===== config.mk =====
export PLATFORM = sky130hd
export DESIGN_NAME = bus_to_uart
export DESIGN_NICKNAME = d
export VERILOG_FILES = /design/src/rtl/bus_uart_pkg.sv /design/src/rtl/uart_byte_tx.sv /design/src/rtl/bus_to_uart.sv
export SDC_FILE = /design/constraint.sdc
export NUM_CORES = 1
export LEC_CHECK = 0
export CAP_MARGIN = 10
export CORE_MARGIN = 2
export CORE_UTILIZATION = 57
export CTS_CLUSTER_SIZE = 12
export DETAILED_ROUTE_END_ITERATION = 10
export PLACE_DENSITY = 0.86
export SLEW_MARGIN = 5
export SYNTH_ARGS = -nofsm -noshare
export SYNTH_HDL_FRONTEND = slang
export SYNTH_HIERARCHICAL = 1
export SYNTH_SLANG_ARGS = --single-unit

===== constraint.sdc =====
create_clock -name clk_50mhz -period 3.7 [get_ports clk_50mhz]
set_input_delay 0.925 -clock clk_50mhz [delete_from_list [all_inputs] [get_ports clk_50mhz]]
set_output_delay 0.925 -clock clk_50mhz [all_outputs]
set_load 0.02 [all_outputs]

===== src/rtl/bus_uart_pkg.sv =====
// Shared definitions for the sample-word UART path.
//   tx_state_e : per-byte line sequencer state
//   SYNC_BYTE  : marker byte sent ahead of each word when enabled
//   baud_div() : clocks per bit, rounded to nearest
package bus_uart_pkg;

  localparam logic [7:0]  SYNC_BYTE  = 8'hA5;
  localparam int unsigned WORD_BYTES = 8;

  typedef enum logic [1:0] {
    ST_IDLE  = 2'd0,
    ST_START = 2'd1,
    ST_DATA  = 2'd2,
    ST_STOP  = 2'd3
  } tx_state_e;

  // Clocks per bit; rounding keeps the line rate error below half a clock.
  function automatic int unsigned baud_div(input int unsigned clk_hz,
                                           input int unsigned baud);
    return (clk_hz + baud / 2) / baud;
  endfunction

endpackage


===== src/rtl/uart_byte_tx.sv =====
// 8N1 byte serialiser with its own baud counter.
//   clk, rst : clock, synchronous active-high reset
//   start_i  : request to send byte_i; honoured in IDLE or on the last stop-bit clock
//   byte_i   : byte to send, LSB first
//   done_c   : high on the final clock of a stop bit (combinational)
//   tx       : registered line output, idle high
//   busy     : registered, high whenever the sequencer is not idle
module uart_byte_tx
  import bus_uart_pkg::*;
#(
  parameter int unsigned DIV = 434
) (
  input  logic       clk,
  input  logic       rst,
  input  logic       start_i,
  input  logic [7:0] byte_i,
  output logic       done_c,
  output logic       tx,
  output logic       busy
);

  localparam int unsigned   CW      = (DIV > 1) ? $clog2(DIV) : 1;
  localparam logic [CW-1:0] CNT_MAX = CW'(DIV - 1);

  tx_state_e     state_q, state_d;
  logic [CW-1:0] cnt_q, cnt_d;
  logic [2:0]    bit_q, bit_d;
  logic [7:0]    data_q, data_d;
  logic          tx_q, tx_d;
  logic          busy_q, busy_d;
  logic          wrap;

  assign wrap   = (cnt_q == CNT_MAX);
  assign done_c = (state_q == ST_STOP) && wrap;
  assign tx     = tx_q;
  assign busy   = busy_q;

  // Next-state: bit boundaries only on baud-counter wrap; a start request at
  // the end of a stop bit chains straight into the next start bit.
  always_comb begin
    state_d = state_q;
    cnt_d   = wrap ? '0 : cnt_q + CW'(1);
    bit_d   = bit_q;
    data_d  = data_q;
    tx_d    = tx_q;
    case (state_q)
      ST_IDLE: begin
        cnt_d = '0;
        tx_d  = 1'b1;
        if (start_i) begin
          state_d = ST_START;
          data_d  = byte_i;
          tx_d    = 1'b0;
        end
      end
      ST_START: begin
        if (wrap) begin
          state_d = ST_DATA;
          bit_d   = '0;
          tx_d    = data_q[0];
        end
      end
      ST_DATA: begin
        if (wrap) begin
          if (bit_q == 3'd7) begin
            state_d = ST_STOP;
            tx_d    = 1'b1;
          end else begin
            bit_d  = bit_q + 3'd1;
            data_d = {1'b0, data_q[7:1]};
            tx_d   = data_q[1];
          end
        end
      end
      ST_STOP: begin
        if (wrap) begin
          if (start_i) begin
            state_d = ST_START;
            data_d  = byte_i;
            tx_d    = 1'b0;
          end else begin
            state_d = ST_IDLE;
            tx_d    = 1'b1;
          end
        end
      end
      default: begin
        state_d = ST_IDLE;
        tx_d    = 1'b1;
      end
    endcase
    busy_d = (state_d != ST_IDLE);
  end

  // State and output registers.
  always_ff @(posedge clk) begin
    if (rst) begin
      state_q <= ST_IDLE;
      cnt_q   <= '0;
      bit_q   <= '0;
      data_q  <= '0;
      tx_q    <= 1'b1;
      busy_q  <= 1'b0;
    end else begin
      state_q <= state_d;
      cnt_q   <= cnt_d;
      bit_q   <= bit_d;
      data_q  <= data_d;
      tx_q    <= tx_d;
      busy_q  <= busy_d;
    end
  end

endmodule


===== src/rtl/bus_to_uart.sv =====
// Sample-word to UART bridge: one-word holding buffer in front of a
// byte sequencer that streams each 64-bit word (optionally sync-prefixed)
// over an 8N1 line.
//   clk_50mhz, rst : clock, synchronous active-high reset
//   word_in/valid  : packed samples, byte k = word_in[8k+7:8k]
//   word_ready     : holding buffer empty (combinational from state and rst)
//   tx, busy       : line output (idle high), frame in progress
//   overrun        : one-clock pulse per dropped word
//   drop_cnt       : saturating dropped-word count
module bus_to_uart
  import bus_uart_pkg::*;
#(
  parameter int unsigned CLK_HZ  = 50_000_000,
  parameter int unsigned BAUD    = 115200,
  parameter bit          SYNC_EN = 1'b1
) (
  input  logic        clk_50mhz,
  input  logic        rst,
  input  logic [63:0] word_in,
  input  logic        word_valid,
  output logic        word_ready,
  output logic        tx,
  output logic        busy,
  output logic        overrun,
  output logic [7:0]  drop_cnt
);

  localparam int unsigned DIV      = baud_div(CLK_HZ, BAUD);
  localparam int unsigned NBYTES   = WORD_BYTES + 32'(SYNC_EN);
  localparam logic [3:0]  LAST_IDX = 4'(NBYTES - 1);

  logic [63:0] hold_q, hold_d;
  logic        hold_full_q, hold_full_d;
  logic [63:0] shift_q, shift_d;
  logic [3:0]  idx_q, idx_d;
  logic        overrun_q, overrun_d;
  logic [7:0]  drop_q, drop_d;

  logic        accept_c;
  logic        load_c;
  logic        next_c;
  logic        start_c;
  logic [7:0]  byte_c;
  logic        tx_done_c;
  logic        tx_busy;

  assign word_ready = !hold_full_q && !rst;
  assign accept_c   = word_valid && word_ready;
  // Another byte of the active word follows this stop bit.
  assign next_c     = tx_done_c && (idx_q != LAST_IDX);
  // Start a new word from the hold buffer: when idle, or seamlessly after the
  // last stop bit of the previous word.
  assign load_c     = hold_full_q && (!tx_busy || (tx_done_c && (idx_q == LAST_IDX)));
  assign start_c    = !rst && (load_c || next_c);

  assign overrun  = overrun_q;
  assign drop_cnt = drop_q;

  // Hold buffer, byte sequencing and drop accounting.
  always_comb begin
    hold_d      = hold_q;
    hold_full_d = hold_full_q;
    shift_d     = shift_q;
    idx_d       = idx_q;
    byte_c      = shift_q[7:0];

    if (accept_c) begin
      hold_d      = word_in;
      hold_full_d = 1'b1;
    end

    if (next_c) begin
      byte_c  = shift_q[7:0];
      shift_d = {8'h00, shift_q[63:8]};
      idx_d   = idx_q + 4'd1;
    end else if (load_c) begin
      hold_full_d = 1'b0;
      idx_d       = '0;
      if (SYNC_EN) begin
        byte_c  = SYNC_BYTE;
        shift_d = hold_q;
      end else begin
        byte_c  = hold_q[7:0];
        shift_d = {8'h00, hold_q[63:8]};
      end
    end

    overrun_d = word_valid && hold_full_q;
    drop_d    = drop_q;
    if (overrun_d && (drop_q != 8'hFF)) begin
      drop_d = drop_q + 8'd1;
    end
  end

  always_ff @(posedge clk_50mhz) begin
    if (rst) begin
      hold_q      <= '0;
      hold_full_q <= 1'b0;
      shift_q     <= '0;
      idx_q       <= '0;
      overrun_q   <= 1'b0;
      drop_q      <= '0;
    end else begin
      hold_q      <= hold_d;
      hold_full_q <= hold_full_d;
      shift_q     <= shift_d;
      idx_q       <= idx_d;
      overrun_q   <= overrun_d;
      drop_q      <= drop_d;
    end
  end

  uart_byte_tx #(
    .DIV (DIV)
  ) u_byte_tx (
    .clk     (clk_50mhz),
    .rst     (rst),
    .start_i (start_c),
    .byte_i  (byte_c),
    .done_c  (tx_done_c),
    .tx      (tx),
    .busy    (tx_busy)
  );

  assign busy = tx_busy;

endmodule


# Yosys cells after proc, flatten, opt, wreduce, memory -nomap -nowiden
# Cells that the tools add are included.
[classes]
n_addsub = 4
muxes = 31
reduce_logical = 24
eq_ne = 12
[ops]
columns = ["cell", "n"]
rows = [
  ["2-to-1 mux 56 bit", 2],
  ["2-to-1 mux 8 bit", 6],
  ["one-hot mux 8 bit (3 select lines)", 1],
  ["2-to-1 mux 2 bit", 5],
  ["adder 9 x 1 -> 9 bit, second input constant", 1],
  ["== test 9 bit, second input constant", 1],
  ["logical AND 1 bit", 9],
  ["2-to-1 mux 1 bit", 9],
  ["2-to-1 mux 3 bit", 3],
  ["adder 8 x 1 -> 8 bit, second input constant", 1],
  ["2-to-1 mux 4 bit", 2],
  ["!= test 8 bit, second input constant", 1],
  ["one-hot mux 2 bit (4 select lines)", 1],
  ["AND reduction 4 bit", 2],
  ["!= test 2 x 1 -> 1 bit, second input constant", 3],
  ["one-hot mux 3 bit (2 select lines)", 1],
  ["nonzero test 2 bit", 3],
  ["adder 4 x 1 -> 4 bit, second input constant", 1],
  ["== test 2 bit, second input constant", 2],
  ["== test 4 bit, second input constant", 1],
  ["!= test 4 bit, second input constant", 1],
  ["one-hot mux 1 bit (4 select lines)", 1],
  ["adder 3 x 1 -> 3 bit, second input constant", 1],
  ["== test 3 bit, second input constant", 1],
  ["other kinds (9)", 12],
]
[word_totals]
in_bits = 67
regBits = 166

# Logic depth before layout (Yosys ltp)
[logic_depth]
word_depth = 11
ltp_mapped = 15
depth_no_buf = 12

# Modules after synthesis
# Netlist, hierarchy kept.
[modules_own_cells]
columns = ["module", "area_each_um2", "n_inst", "seq_area_each_um2", "cells_each"]
rows = [
  ["bus_to_uart", 6194.7, 1, 2842.7, 744],
  ["uart_byte_tx", 1310.0, 1, 480.5, 131],
]

# Least setup slack after synthesis
# OpenSTA, ideal clock, no wires.
[synth_timing]
kind = "register -> register"
start = "reg u_byte_tx.cnt_q[0]"
end = "reg u_byte_tx.data_q[7]"
arrival_time_ns = 2.683
setup_time_ns = 0.116
setup_slack_ns = 0.901
path_buffers = 3
period_less_slack_ns = 2.799
stages_incl_launch_ff = 15
path_cell_list = "dfxtp_1 ha_1 nand4b_4 nor2_1 and2_1 buf_6 and4b_1 o21a_1 buf_6 o21a_1 nor2_1 a211oi_4 buf_4 a21oi_1 a41o_1"
[synth_via]
elab_chain_cells = 10
elab_cells_between_ends = 16
cone_classes = "3 x eq/ne; 5 x mux; 8 x reduce/logical"
[synth_rtl]
columns = ["element", "line", "source"]
rows = [
  ["start, declared", "uart_byte_tx.sv:26", "logic [CW-1:0] cnt_q, cnt_d;"],
  ["start signal, assigned", "uart_byte_tx.sv:106", "cnt_q <= cnt_d;"],
  ["== test 9 bit *", "uart_byte_tx.sv:33", "assign wrap = (cnt_q == CNT_MAX);"],
  ["logical AND 1 bit *", "uart_byte_tx.sv:34", "assign done_c = (state_q == ST_STOP) && wrap;"],
  ["net tx_done_c", "bus_to_uart.sv:44", "logic tx_done_c;"],
  ["logical AND 1 bit", "bus_to_uart.sv:53", "assign load_c = hold_full_q && (!tx_busy || (tx_done_c && (idx_q == LAST_IDX)));"],
  ["logical OR 1 bit", "bus_to_uart.sv:53", ""],
  ["logical AND 1 bit", "bus_to_uart.sv:53", ""],
  ["logical OR 1 bit *", "bus_to_uart.sv:54", "assign start_c = !rst && (load_c || next_c);"],
  ["logical AND 1 bit *", "bus_to_uart.sv:54", ""],
  ["net start_c", "bus_to_uart.sv:42", "logic start_c;"],
  ["2-to-1 mux 8 bit *", "uart_byte_tx.sv:50, uart_byte_tx.sv:77", ""],
  ["2-to-1 mux 8 bit", "uart_byte_tx.sv:76", "if (wrap) begin"],
  ["one-hot mux 8 bit (3 select lines) *", "uart_byte_tx.sv:46", "case (state_q)"],
  ["end signal, assigned", "uart_byte_tx.sv:108", "data_q <= data_d;"],
  ["end, declared", "uart_byte_tx.sv:28", "logic [7:0] data_q, data_d;"],
]
# The timed path passes the listed nets; every way through them passes the cells marked *. The select of a mux whose other input is x is not followed.
# A chain may end at the register's enable or synchronous reset.

# Worst setup path in the final report
[layout_timing]
start = "reg u_byte_tx.cnt_q[0]"
end = "reg u_byte_tx.data_q[1]"
# The elaborated chain is that of the path after synthesis.

==> results.md <==
Clock tree:
- TritonCTS created 17 clock buffers.
- The clock root buffer is clkbuf_16.
- The clock latency on the worst-skew pair is between 400 and 500 ps.
- The register clock-pin slew on the reported worst setup and hold paths is about 60 ps.
- Hold repair after CTS inserted 0 buffers.
- The number of gates resized after CTS was 0.
- Clock tree synthesis found a total of 166 sinks.
- The largest buffer count on any clock path is 2.
- After clock tree synthesis, the setup repair step added 0 buffers.
- TritonCTS built the clock tree.
- The number of levels the H-tree was split into is 4.

Power:
- Summed over all nets, the switching power comes to about 1000 uW.
- The share of total power dissipated in sequential elements is 0.457.
- The cell leakage power is between 0.002 and 0.003 uW.
- Of the total power, the share spent switching nets is 0.245.
- The internal portion of the total power is 3220 uW.
- The share of total power in combinational logic is 0.113.
- In this run the power density over the cells is just under 500 nW/um2.
- The maximum VDD drop is around 360 uV.
- The clock network power share is 0.429.

Finish:
- For this run, the number of standard cells in the final layout without fillers is between 1000 and 1500.
- The area growth from synthesis to layout is 16.2%.
- After the last flow step, the layout net total stands at 976.
- The total inserted antenna cells is 0.
- Of the cells placed in the final design, the portion with a size suffix greater than 1 is 0.0670.

Logic synthesis:
- Synthesis inferred around 170 register bits.
- Sorting the synthesized cells by area gives the leading types as dfxtp_1, o21ai_0, nand2_1, a311oi_1, nand3_1.
- The count of cell types in the netlist is 59.
- The Yosys step of the flow raised 6 warnings.
- The number of enable-type register cells in the synthesized netlist is 0.
- Of the post-synthesis cell area, the dominant cell type holds 0.443.
- The most frequently used flop master after synthesis is dfxtp_1.
- The average instance in the mapped netlist occupies approximately 8.6 um2.
- The cell count after synthesis came out at 875.
- When the netlist entered floorplanning its net count stood at about 950.
- The mapped netlist covers roughly 7500 um2.
- Of all cell types, the one taking the most synthesized area is dfxtp_1.
- The sequential cell area fraction in the yosys report is 0.443.
- For this run, asynchronously set or reset flops after synthesis account for 0.

Die:
- The die covers between 10000 and 15000 um2.
- Measured along the x axis, the die boundary spans approximately 120 um.
- In this run the core area contains just over 40 standard-cell rows.
- For this configuration, the core starts out at a cell density of 0.590.
- The area of the placeable core is about 13000 um2.
- From bottom edge to top edge, the die measures 119 um.
- During I/O placement, the number of pins put on the boundary was between 70 and 80.

STA:
- The measured slew at the worst slew-check pin is about 950 ps.
- Clock skew on the completed layout was measured at between 9 and 10 ps.
- The worst relative slew slack is 0.369.
- The clock period minus worst slack is roughly 3200 ps.
- The accumulated negative setup slack is 0 ps.
- The max-slew violation count is 0.
- The final count of hold timing violations was 0.
- Of the available clock period, the critical path in the final layout requires 0.862.
- Derived from the worst setup path, the maximum achievable clock frequency is 314 MHz.
- Setup repair after global routing left no endpoint under its margin.
- The post-route worst setup slack is around 510 ps.
- The final-report setup violation count is 0.

Drt:
- The total iterations of the first detailed-routing run is 7.
- After detailed routing, the average wire length per cell comes to approximately 16 um.
- The sum of routed wire length over all layers is roughly 17 mm.
- The detailed router's first-iteration violation count is about 700.
- The final antenna-violating net count is 0.
- The total vias in the final route is approximately 6500.
- The ratio of routed vias to standard cells is 6.04.
- For this run, design rule violations remaining after detail routing come to 0.

Place:
- OpenSTA, run right after detailed placement, puts the worst setup slack at about 560 ps.
- The number of I/O port buffers is 78.
- The congestion estimate from routability-driven global placement came to approximately 0.89.
- Once placement completed, the tool counted placed cells totaling about 1100.
- The detailed-placement wirelength estimate is approximately 9.9 mm.

Status:
- The flow ran to the end, and the final reports show no timing, DRC or antenna violations.

Worst setup path:
- The critical setup path kind is reg2reg.
- The worst register-to-register path has a setup slack of a little over 500 ps.
- The sort of element at the end of the critical path is a register.
- The startpoint type of the worst setup path is a register.
- The arrival time of the worst setup path is ~3500 ps.
- Of all nets on the critical path, the largest fanout is 16.
- STA puts the critical path data required time at between 4000 and 5000 ps.

Min path:
- The class of the most critical hold timing path is reg2reg.

GRT:
- The maximum number of pins on one net before global-route repair is approximately 120.
- The global-route wire length before repair is 29.1 mm.
- The total routing resource utilization after global routing is 0.248.
- The total grt overflow is 0.
- The via count of the first global-routing pass is between 6000 and 7000.
- The number of antenna violations at the first check in global routing is 0.

Flow run:
- The tool flagged a number of max-cap violations equal to 0.
[through the flow]
stage / instance area [um2] / hold slack, ps / util / power [uW]
5_1_grt: 8720 / 483 / 0.685 / 4420
6_report: 8720 / 453 / 0.685 / 4260
4_1_cts: 8720 / 456 / 0.685 / 4270
3_3_place_gp: 8110 / 442 / 0.637 / 2450
2_1_floorplan: 7500 / 429 / - / 2330
3_5_place_dp: 8110 / 447 / 0.637 / 2460
[power by group through the flow]
stage,registers [uW],logic [uW],clock network [uW]
CTS,1950,483,1840
finish,1950,484,1830
global route,1960,539,1930
global placement,1980,471,0
detailed placement,1980,480,0
floorplan,1970,353,0
[registers in the layout, indices dropped and copies added, names as in the netlist]
signal             flops
u_byte_tx/tx           1
shift_q               64
u_byte_tx/state_q      2
overrun                1
hold_full_q            1
idx_q                  4
drop_cnt               8
u_byte_tx/busy         1
u_byte_tx/cnt_q        9
u_byte_tx/bit_q        3
u_byte_tx/data_q       8
hold_q                64
[metal layers]
layer  vias to the layer above  GRT usage  routed length [um]
met2                       203      0.390                8100
met4                         0     0.0908                 324
li1                       3220          -                   -
met1                      3082      0.334                7700
met5                         -          0                   0
met3                        28     0.0550                 815
[critical path: stages, from the launching register on]
cell	delay, ps
dfxtp_1	370
ha_1	210
nand4b_4	170
nor2_1	220
and2_1	400
and4b_1	300
o21a_1	150
o21a_1	210
nor2_1	90
a211oi_4	560
a21oi_1	140
a311oi_1	270
[synth_stat cells (3+ instances only)]
cell type	instances
a211oi_1	4
buf_2	32
dfxtp_1	166
xnor2_1	5
and2_1	7
nor2_1	30
o21ai_1	16
a21oi_1	13
nor2b_1	5
nor3_1	51
clkbuf_1	27
a311oi_2	3
buf_4	10
buf_6	12
clkbuf_2	5
mux2i_1	19
a31oi_1	9
xor2_1	3
o211ai_1	16
inv_1	8
nand2_1	139
nand4_1	5
and3_1	4
ha_1	11
inv_2	3
nand3_1	60
o31ai_1	8
o21a_1	3
o21ai_0	109
nand2b_1	4
a311oi_1	54
[logic make-up (layout without fill, tap and decap cells)]
family | after synthesis | in the layout | share of synthesized area
flip-flops | 166 | 166 | 0.443
AND/OR/NAND/NOR | 320 | 320 | 0.200
buffers and inverters | 97 | 132 | 0.0717
adder cells (fa/ha/maj) | 11 | 11 | 0.0183
AO/OA/AOI/OAI | 252 | 252 | 0.229
XOR/XNOR | 8 | 8 | 0.00934
multiplexers | 21 | 21 | 0.0283
[final cells by class]
class                      count  area, um2
fill                        1065       4010
multi-input combinational    612       3650
sequential                   166       3320
timing repair buffer          90        878
clock buffer                  23        458
tap                          172        215
clock inverter                 8        149
inverter                      11       41.3
[path summary, 6_finish.rpt]
kind | start | endpoint | depth (start not counted)
setup / recovery | u_byte_tx/cnt_q[0]$_SDFF_PP0_ | u_byte_tx/data_q[1]$_SDFFE_PP0P_ | 11
hold / removal | hold_q[20]$_SDFFE_PP0P_ | hold_q[20]$_SDFFE_PP0P_ | 2
setup reg to reg | u_byte_tx/cnt_q[0]$_SDFF_PP0_ | u_byte_tx/data_q[1]$_SDFFE_PP0P_ | 11
hold reg to reg | hold_q[20]$_SDFFE_PP0P_ | hold_q[20]$_SDFFE_PP0P_ | 2
[cell usage in the layout, fill, tap and decap left out, types with 5 or more instances in the layout]
cell,synthesis,layout
dfxtp_1,166,165
nand2_1,139,139
o21ai_0,109,109
clkdlybuf4s50_1,0,77
nand3_1,60,60
a311oi_1,54,54
nor3_1,51,51
nor2_1,30,30
mux2i_1,19,19
clkbuf_16,0,17
o21ai_1,16,16
o211ai_1,16,16
a21oi_1,13,13
ha_1,11,11
buf_4,10,11
a31oi_1,9,9
inv_1,8,8
o31ai_1,8,8
and2_1,7,7
nor2b_1,5,5
nand4_1,5,5
clkbuf_1,27,5
xnor2_1,5,5
(Power assumes the default switching activity.)
